==> src/rtl/crc_arb_pkg.sv <==
// crc_arb_pkg: shared defaults, issue-stage state type and tag ID type for
// the CRC request arbiter.
package crc_arb_pkg;

    localparam int unsigned DEF_NUM_REQ       = 4;
    localparam int unsigned DEF_CRC_REQ_WIDTH = 36;
    localparam int unsigned DEF_CRC_RSP_WIDTH = 149;
    localparam int unsigned DEF_TAG_DEPTH     = 8;

    // One-entry issue register: holds nothing, or one granted request.
    typedef enum logic {
        ST_EMPTY = 1'b0,
        ST_FULL  = 1'b1
    } issue_state_e;

    // Width of a requester index; a single requester still needs one bit.
    function automatic int unsigned id_width(input int unsigned n);
        return (n > 1) ? $clog2(n) : 1;
    endfunction

    typedef logic [$clog2(DEF_NUM_REQ)-1:0] tag_id_t;

endpackage

==> src/rtl/crc_tag_fifo.sv <==
// crc_tag_fifo: synchronous FIFO of outstanding requester IDs with a
// registered occupancy count and full/empty flags. DEPTH is a power of two,
// so pointers wrap naturally.
module crc_tag_fifo #(
    parameter int unsigned DEPTH = 8,
    parameter int unsigned WIDTH = 2
) (
    input  logic                     clk,
    input  logic                     reset,
    input  logic                     push,
    input  logic [WIDTH-1:0]         push_data,
    input  logic                     pop,
    output logic [WIDTH-1:0]         head_data,
    output logic [$clog2(DEPTH):0]   count,
    output logic                     full,
    output logic                     empty
);

    localparam int unsigned PTR_W = $clog2(DEPTH);
    localparam logic [PTR_W:0] DEPTH_CNT = (PTR_W + 1)'(DEPTH);

    logic [WIDTH-1:0] mem_q [DEPTH];
    logic [PTR_W-1:0] wr_ptr_q, wr_ptr_d;
    logic [PTR_W-1:0] rd_ptr_q, rd_ptr_d;
    logic [PTR_W:0]   count_q, count_d;
    logic             do_push;
    logic             do_pop;

    assign empty     = (count_q == '0);
    assign full      = (count_q == DEPTH_CNT);
    assign count     = count_q;
    assign head_data = mem_q[rd_ptr_q];

    // A pop frees the head slot this cycle, so a push is accepted even when full.
    assign do_pop  = pop && !empty;
    assign do_push = push && (!full || do_pop);

    // Next pointer and count values.
    always_comb begin
        wr_ptr_d = wr_ptr_q;
        rd_ptr_d = rd_ptr_q;
        count_d  = count_q;
        if (do_push) begin
            wr_ptr_d = wr_ptr_q + 1'b1;
        end
        if (do_pop) begin
            rd_ptr_d = rd_ptr_q + 1'b1;
        end
        if (do_push && !do_pop) begin
            count_d = count_q + 1'b1;
        end else if (do_pop && !do_push) begin
            count_d = count_q - 1'b1;
        end
    end

    // Pointer and count registers.
    always_ff @(posedge clk) begin
        if (reset) begin
            wr_ptr_q <= '0;
            rd_ptr_q <= '0;
            count_q  <= '0;
        end else begin
            wr_ptr_q <= wr_ptr_d;
            rd_ptr_q <= rd_ptr_d;
            count_q  <= count_d;
        end
    end

    // Tag storage; contents need no reset since count gates visibility.
    always_ff @(posedge clk) begin
        if (do_push) begin
            mem_q[wr_ptr_q] <= push_data;
        end
    end

endmodule

==> src/rtl/crc_req_arb.sv <==
// crc_req_arb: round-robin arbiter sharing one CRC engine among NUM_REQ
// requesters. A one-entry issue register feeds the engine; granted IDs are
// queued in crc_tag_fifo so in-order engine responses route back to the
// originating requester. Define CRC_ARB_ERR_IRQ_EN to raise a sticky o_int on
// responses that arrive with no request outstanding.
module crc_req_arb
    import crc_arb_pkg::*;
#(
    parameter int unsigned NUM_REQ       = DEF_NUM_REQ,
    parameter int unsigned CRC_REQ_WIDTH = DEF_CRC_REQ_WIDTH,
    parameter int unsigned CRC_RSP_WIDTH = DEF_CRC_RSP_WIDTH,
    parameter int unsigned TAG_DEPTH     = DEF_TAG_DEPTH
) (
    input  logic                              i_clk,
    input  logic                              i_reset,
    input  logic [NUM_REQ-1:0]                i_req_valid,
    input  logic [NUM_REQ*CRC_REQ_WIDTH-1:0]  i_req_data,
    output logic [NUM_REQ-1:0]                o_req_ready,
    output logic                              o_crc_req_valid,
    output logic [CRC_REQ_WIDTH-1:0]          o_crc_req_data,
    input  logic                              i_crc_req_ready,
    input  logic                              i_crc_done_valid,
    input  logic [CRC_RSP_WIDTH-1:0]          i_crc_done_data,
    output logic                              o_crc_done_ready,
    output logic [NUM_REQ-1:0]                o_rsp_valid,
    output logic [CRC_RSP_WIDTH-1:0]          o_rsp_data,
    input  logic [NUM_REQ-1:0]                i_rsp_ready,
    input  logic                              i_int_clr,
    output logic                              o_int
);

    localparam int unsigned ID_W  = id_width(NUM_REQ);
    localparam int unsigned CNT_W = $clog2(TAG_DEPTH) + 1;

    issue_state_e             state_q, state_d;
    logic [CRC_REQ_WIDTH-1:0] data_q, data_d;
    logic [ID_W-1:0]          grant_q, grant_d;
    logic [ID_W-1:0]          last_grant_q, last_grant_d;

    logic [ID_W-1:0]          pick;
    logic [ID_W-1:0]          rr_idx;
    logic                     any_valid;
    logic [CNT_W-1:0]         outstanding;
    logic                     credit_ok;
    logic                     crc_hs;
    logic                     req_hs;
    logic                     orphan;

    logic                     fifo_push;
    logic                     fifo_pop;
    logic [ID_W-1:0]          fifo_head;
    logic [CNT_W-1:0]         fifo_count;
    logic                     fifo_full_unused;
    logic                     fifo_empty;

    // Round-robin search starting one past the last granted requester.
    always_comb begin
        pick      = last_grant_q;
        rr_idx    = '0;
        any_valid = 1'b0;
        for (int unsigned i = 1; i <= NUM_REQ; i++) begin
            rr_idx = ID_W'((32'(last_grant_q) + i) % NUM_REQ);
            if (!any_valid && i_req_valid[rr_idx]) begin
                any_valid = 1'b1;
                pick      = rr_idx;
            end
        end
    end

    // The request held in the issue register counts against tag capacity.
    assign outstanding = fifo_count + {{(CNT_W-1){1'b0}}, (state_q == ST_FULL)};
    assign credit_ok   = (outstanding < CNT_W'(TAG_DEPTH));
    assign crc_hs      = (state_q == ST_FULL) && i_crc_req_ready;
    assign req_hs      = !i_reset && any_valid && credit_ok &&
                         ((state_q == ST_EMPTY) || crc_hs);

    // Issue-stage next state: drain on engine handshake, reload on grant.
    always_comb begin
        state_d      = state_q;
        data_d       = data_q;
        grant_d      = grant_q;
        last_grant_d = last_grant_q;
        o_req_ready  = '0;
        if (crc_hs) begin
            state_d = ST_EMPTY;
        end
        if (req_hs) begin
            o_req_ready[pick] = 1'b1;
            state_d           = ST_FULL;
            data_d            = i_req_data[32'(pick)*CRC_REQ_WIDTH +: CRC_REQ_WIDTH];
            grant_d           = pick;
            last_grant_d      = pick;
        end
    end

    // Issue-stage control registers.
    always_ff @(posedge i_clk) begin
        if (i_reset) begin
            state_q      <= ST_EMPTY;
            grant_q      <= '0;
            last_grant_q <= ID_W'(NUM_REQ - 1);
        end else begin
            state_q      <= state_d;
            grant_q      <= grant_d;
            last_grant_q <= last_grant_d;
        end
    end

    // Payload register; only observed while FULL.
    always_ff @(posedge i_clk) begin
        data_q <= data_d;
    end

    assign o_crc_req_valid = (state_q == ST_FULL);
    assign o_crc_req_data  = data_q;

    assign fifo_push = crc_hs;
    assign fifo_pop  = !fifo_empty && i_crc_done_valid && i_rsp_ready[fifo_head];

    crc_tag_fifo #(
        .DEPTH (TAG_DEPTH),
        .WIDTH (ID_W)
    ) u_tag_fifo (
        .clk       (i_clk),
        .reset     (i_reset),
        .push      (fifo_push),
        .push_data (grant_q),
        .pop       (fifo_pop),
        .head_data (fifo_head),
        .count     (fifo_count),
        .full      (fifo_full_unused),
        .empty     (fifo_empty)
    );

    // Route engine responses to the oldest outstanding requester; drop orphans.
    always_comb begin
        o_rsp_valid      = '0;
        o_crc_done_ready = 1'b1;
        if (!fifo_empty) begin
            o_rsp_valid[fifo_head] = i_crc_done_valid && !i_reset;
            o_crc_done_ready       = i_rsp_ready[fifo_head];
        end
    end

    assign o_rsp_data = i_crc_done_data;
    assign orphan     = fifo_empty && i_crc_done_valid;

`ifdef CRC_ARB_ERR_IRQ_EN
    logic int_q, int_d;

    // Sticky orphan flag; a new orphan beats a simultaneous clear.
    always_comb begin
        int_d = int_q;
        if (orphan) begin
            int_d = 1'b1;
        end else if (i_int_clr) begin
            int_d = 1'b0;
        end
    end

    // Interrupt register.
    always_ff @(posedge i_clk) begin
        if (i_reset) begin
            int_q <= 1'b0;
        end else begin
            int_q <= int_d;
        end
    end

    assign o_int = int_q;
`else
    logic unused_irq_inputs;
    assign unused_irq_inputs = i_int_clr ^ orphan;
    assign o_int             = 1'b0;
`endif

endmodule

==> config.mk <==
export PLATFORM = sky130hd
export DESIGN_NAME = crc_req_arb
export DESIGN_NICKNAME = d
export VERILOG_FILES = /design/src/rtl/crc_arb_pkg.sv /design/src/rtl/crc_tag_fifo.sv /design/src/rtl/crc_req_arb.sv
export SDC_FILE = /design/constraint.sdc
export NUM_CORES = 1
export LEC_CHECK = 0
export BUFFER_PORTS_ARGS = -buffer_cell sky130_fd_sc_hd__buf_2
export CAP_MARGIN = 30
export CORE_AREA = 4 4 194 196
export CTS_CLUSTER_SIZE = 12
export DETAILED_ROUTE_END_ITERATION = 6
export DIE_AREA = 0 0 198 200
export PLACE_DENSITY = 0.44
export SLEW_MARGIN = 20
export SYNTH_ARGS = -nofsm -noshare
export SYNTH_HDL_FRONTEND = slang
export SYNTH_SLANG_ARGS = --single-unit
==> constraint.sdc <==
create_clock -name i_clk -period 4.2 [get_ports i_clk]
set_input_delay 0 -clock i_clk [delete_from_list [all_inputs] [get_ports i_clk]]
set_output_delay 0 -clock i_clk [all_outputs]
set_load 0.02 [all_outputs]
### Word-level counts from Yosys, hierarchy flattened

Memory sizes are Yosys's and may differ from the RTL's. A register that Yosys moved wholly into a read port is not among the register bits.
Cells that the tools add are included.

| word-level totals | value |
|---|---|
| word-level logic and storage cells | 93 |
| flip-flop bits (word level) | 51 |
| memories | 1 |
| RAM bits | 16 |
| input port bits | 306 |
| output and inout port bits | 196 |

| operators by class | value |
|---|---|
| equal/unequal tests | 1 |
| reduce and logical (&&, ||, !) cells | 29 |
| $mul | 1 |
| magnitude comparators | 9 |
| add/subtract/negate cells | 9 |
| bitwise logic cells | 2 |
| muxes and demuxes | 33 |
| shifts and indexed selects | 1 |

Memories:

| memory | words | bits a word | read ports | clocked after memory_dff | write ports | RTL line | text |
|---|---|---|---|---|---|---|---|
| u_tag_fifo.mem_q | 8 | 2 | 1 | 1 | 1 | crc_tag_fifo.sv:22 | `logic [WIDTH-1:0] mem_q [DEPTH];` |

Operators by type and width:

| operator | number |
|---|---|
| variable part select 144 x 9 -> 36 bit | 1 |
| less-than comparator 2 x 3 -> 1 bit (second input constant) | 6 |
| logical AND 1 bit | 16 |
| two-way mux 1 bit | 16 |
| two-way mux 4 bit | 4 |
| binary-select mux 1 bit (select 2 bit) | 5 |
| logical NOT 1 bit | 8 |
| two-way mux 2 bit | 4 |
| adder 3 x 1 -> 3 bit (second input constant) | 2 |
| multiplier 2 x 4 -> 6 bit (second input constant) | 1 |
| two-way mux 3 bit | 2 |
| adder 2 x 1 -> 2 bit (second input constant) | 2 |
| adder 2 bit (second input constant) | 2 |
| adder 4 x 1 -> 4 bit | 1 |
| adder 4 x 1 -> 4 bit (second input constant) | 1 |
| AND 4 bit | 1 |
| demux 1 bit (select 2 bit) | 2 |
| == test 4 bit (second input constant) | 1 |
| greater-or-equal comparator 2 x 1 -> 1 bit (second input constant) | 2 |
| logical NOT 4 bit | 1 |
| less-than comparator 4 bit (second input constant) | 1 |
| nonzero test 2 bit | 2 |
| subtractor 4 x 1 -> 4 bit (second input constant) | 1 |
| logical OR 1 bit | 2 |
| NOT 1 bit | 1 |

### Logic depth before layout (Yosys ltp)

| depth | value |
|---|---|
| depth in word-level cells | 18 |
| depth in mapped cells | 14 |

### Hierarchy

From an unflattened synthesis, not the netlist that was laid out.

| second synthesis, totals | value |
|---|---|
| cells, all modules | 499 |
| area total of the unflattened synthesis | 5,231.3 sq um |

By module, submodules not included:

| module | seq. area each (sq um) | area an instance (sq um) | cells an instance | times used |
|---|---|---|---|---|
| crc_req_arb | 1,181.1 | 3,975.1 | 404 | 1 |
| crc_tag_fifo | 740.7 | 1,256.2 | 95 | 1 |

### Least setup slack after synthesis

No wires, ideal clock.

| path | value |
|---|---|
| path type | reg-to-reg |
| start point | register (tool-made name) |
| end point | register u_tag_fifo.count_q[3] (netlist: u_tag_fifo.count[3]) |
| setup time | 0.071 ns |
| arrival | 3.342 ns |
| setup slack | 0.787 ns |
| cell stages (with the launch flop) | 15 |
| cell sequence | dfxtp_1 > buf_6 > mux4_2 > mux2_4 > mux4_2 > a21oi_4 > nor2_2 > ha_1 > inv_1 > ha_1 > a21o_1 > a21oi_1 > xnor2_1 > or3_1 > a21oi_1 |

RTL lines:

| what | RTL line | text |
|---|---|---|
| to (signal assigned) | crc_tag_fifo.sv:65 | `count_q <= count_d;` |
| to (decl) | crc_tag_fifo.sv:25 | `logic [PTR_W:0] count_q, count_d;` |

==> metrics.yaml <==
floorplanning:
  die_h_um: 200
  die-area_um2: 39600
  die_w_um: 198
  rows: 70
  io_pins: 502
  start_util_pct: 13.8
  fp.coreArea_um2: 36100
timing:
  timing_worst_slew_pin_value_ns: 0.837
  fin_crit_ns: 3.72
  setup_violations: 0
  fmax_mhz: 269
  setup_ws_ns: 0.484
  fin_setup_tns_ns: 0
  maxSlewViolCount: 0
  finalHoldViolations: 0
  skew_ns: 0.00712
  relSlewSlack_pct: 44.2
  timing.final.crit_share_pct: 88.5
  grt_setup_unrepaired: "false"
logic_synthesis:
  avgSynthCellArea_um2: 9.22
  synth_cells: 539
  ys_types: 47
  synth_nets: 851
  synth_seq_area_share_pct: 38.7
  yosys_warnings: 0
  syn_area_um2: 4970
  async_flop_share_pct: 0
  synth_edf_count: 52
  yosysTopAreaCell: "edfxtp_1"
  synth_flop_cell: "edfxtp_1"
  ys_ff_latch: 70
  yosysTopAreaCellShare_pct: 31.4
  yosys-top-cells-area: "edfxtp_1, buf_4, dfxtp_1, nand2_1, a211oi_1"
finish:
  drive_gt1_share_pct: 41.2
  n_antenna_cell: 0
  final_nets: 895
  fin_util_pct: 15.9
  multi_input_area_um2: 1810
  stdcell_count: 1056
  layout_common_cells: "buf_2, nand2_1, edfxtp_1"
  num-fill-cells: 4108
  area_delta_synth_final_pct: 15.6
  layout_commonest_cell: "buf_2"
  regArea_um2: 1920
detailed_routing:
  dr.pass1.iters: 6
  via_per_inst: 3.73
  top_layer: "met5"
  drc_errors: 0
  wire_per_inst_um: 28.3
  dr_wl_met2_um: 14700
  routed_wl_um: 29900
  wl_met3_um: 6740
  vias: 3941
  drt_iter0_markers: 145
  drtAntennaViolNets: 0
  wl_met1_um: 7690
clock_network:
  postCtsSetupBuffers: 0
  htreeDepth: 3
  cts_buffer_depth: 2
  clk_latency_ns: 0.34
  root_buffer: "clkbuf_16"
  clock_sinks: 70
  cts_tree: "done"
  cts_made_buffers: 9
  clkTransAtPathRegs_ns: 0.07
place:
  place.port_buffers: 201
  gp_congestion: 0.937
  preCtsSetupSlack_ns: 0.441
  dpl.cell_count: 1039
  hpwl_um: 26700
worst_setup_path:
  worstPathMaxFanout: 9
  crit_type: "register to register"
  cp-start-kind: "register"
  end_kind: "register"
  required_ns: 4.47
  critPathArrivalTime_ns: 3.99
global_route:
  gr-usage-all-layers_pct: 14.2
  grt_max_degree: 36
  grt_pass1_wl_um: 37300
  antenna_found_initial: 5
  grt.overflow.total: 0
  grt_pass1_vias: 3904
min_path:
  hold_class: "input port to output pin"
  hold_start: "i_crc_done_data[122]"
pwr:
  ir_worst_vdd_v: 0.000177
  power_leakage_nw: 2.32
  p_per_area_nw_per_um2: 493
run_status:
  status: "complete, no violations"
flow_run:
  drv_cap: 0
report_power, final:
part	switching (mW)	internal, mW	leakage, nW
combinational	0.667	0.406	1.55
sequential	0.0871	0.921	0.636
clock	0.338	0.413	0.136
total	1.09	1.74	2.32
synth_stat cells (2+ instances only):
| library cell | n |
|---|---|
| buf_4 | 150 |
| nand2_1 | 79 |
| edfxtp_1 | 52 |
| a211oi_1 | 36 |
| a31oi_1 | 36 |
| and2_1 | 28 |
| clkbuf_1 | 23 |
| nor2_1 | 22 |
| dfxtp_1 | 18 |
| nand2b_1 | 9 |
| and2_0 | 8 |
| a21oi_1 | 6 |
| ha_1 | 5 |
| inv_1 | 5 |
| mux2_2 | 5 |
| buf_1 | 4 |
| mux2i_1 | 4 |
| mux4_2 | 4 |
| o21ai_0 | 4 |
| xnor2_1 | 3 |
| xor2_1 | 3 |
| a21o_1 | 2 |
| and3_1 | 2 |
| and4b_1 | 2 |
| mux2_4 | 2 |
| nand3_1 | 2 |
| nor2b_1 | 2 |
| nor4_1 | 2 |
| nor4bb_1 | 2 |
| o21ai_1 | 2 |
worst max-delay path, cell delays in order, from the launching register on:
cell and delay, ns:
dfxtp_1 0.50, mux4_2 0.55, mux2_4 0.30, mux4_2 0.50
a21oi_4 0.24, nor2_2 0.12, ha_1 0.24, inv_1 0.11
ha_1 0.24, a21o_1 0.15, a21oi_1 0.16, xnor2_1 0.09
or3_1 0.30, a21oi_1 0.14
cells by family after synthesis:
logic type | after synthesis | share of synthesized area (%)
xor+xnor | 6 | 1.06
compound gates | 93 | 12.9
other cells | 1 | 0.0755
simple gates | 164 | 15.9
buf+inv | 184 | 25.4
flops | 70 | 38.7
fa+ha+maj | 6 | 1.66
mux | 15 | 4.36
per-stage QoR:
| stage | cell area (um^2) | power [mW] | hold WS [ns] |
|---|---|---|---|
| floorplan | 4970 | 1.89 | 0.113 |
| global placement | 5440 | 2.12 | 0.000137 |
| detailed placement | 5440 | 2.13 | 0.000137 |
| CTS | 5740 | 2.91 | 0.000137 |
| global route | 5740 | 3.04 | 0.0000855 |
| finish | 5740 | 2.83 | 0.0000262 |
registers in the layout, indices dropped and copies added (netlist names), named ones only:
register             count
o_crc_req_valid          1
o_crc_req_data          36
u_tag_fifo.count         4
u_tag_fifo.wr_ptr_q      3
grant_q                  2
last_grant_q             2
u_tag_fifo.rd_ptr_q      3
u_tag_fifo.mem_q        16
path summary, 6_finish.rpt:
path	depth (start not counted)	end	slack [ns]
worst min-delay path	0	o_rsp_data[122]	0.00003
worst min register to register	2	u_tag_fifo.count[3]	0.52
worst max register to register	13	u_tag_fifo.count[3]	0.48
worst max-delay path	13	u_tag_fifo.count[3]	0.48
final cells by class:
cell class | instances | area share [%]
well taps | 468 | 10.2
flip-flops and latches | 70 | 33.5
clock buffers | 9 | 3.92
multi-input cells | 285 | 31.6
repair buffers | 211 | 19.3
inverters | 6 | 0.392
clock inverters | 7 | 1.11
layer usage:
layer / up-vias / global-route usage, %
li1: 1811 / -
met1: 1765 / 10.6
met2: 328 / 24.1
met3: 31 / 15.8
met4: 6 / 3.09
met5: - / 3.58
repair_timing:
action                                 in CTS  in global routing
hold buffers                                1                  0
gates resized for setup                     0                  0
endpoints found under the hold margin       1                  0
setup endpoints to repair                   0                  0
Power figures use the tool's default switching activity.
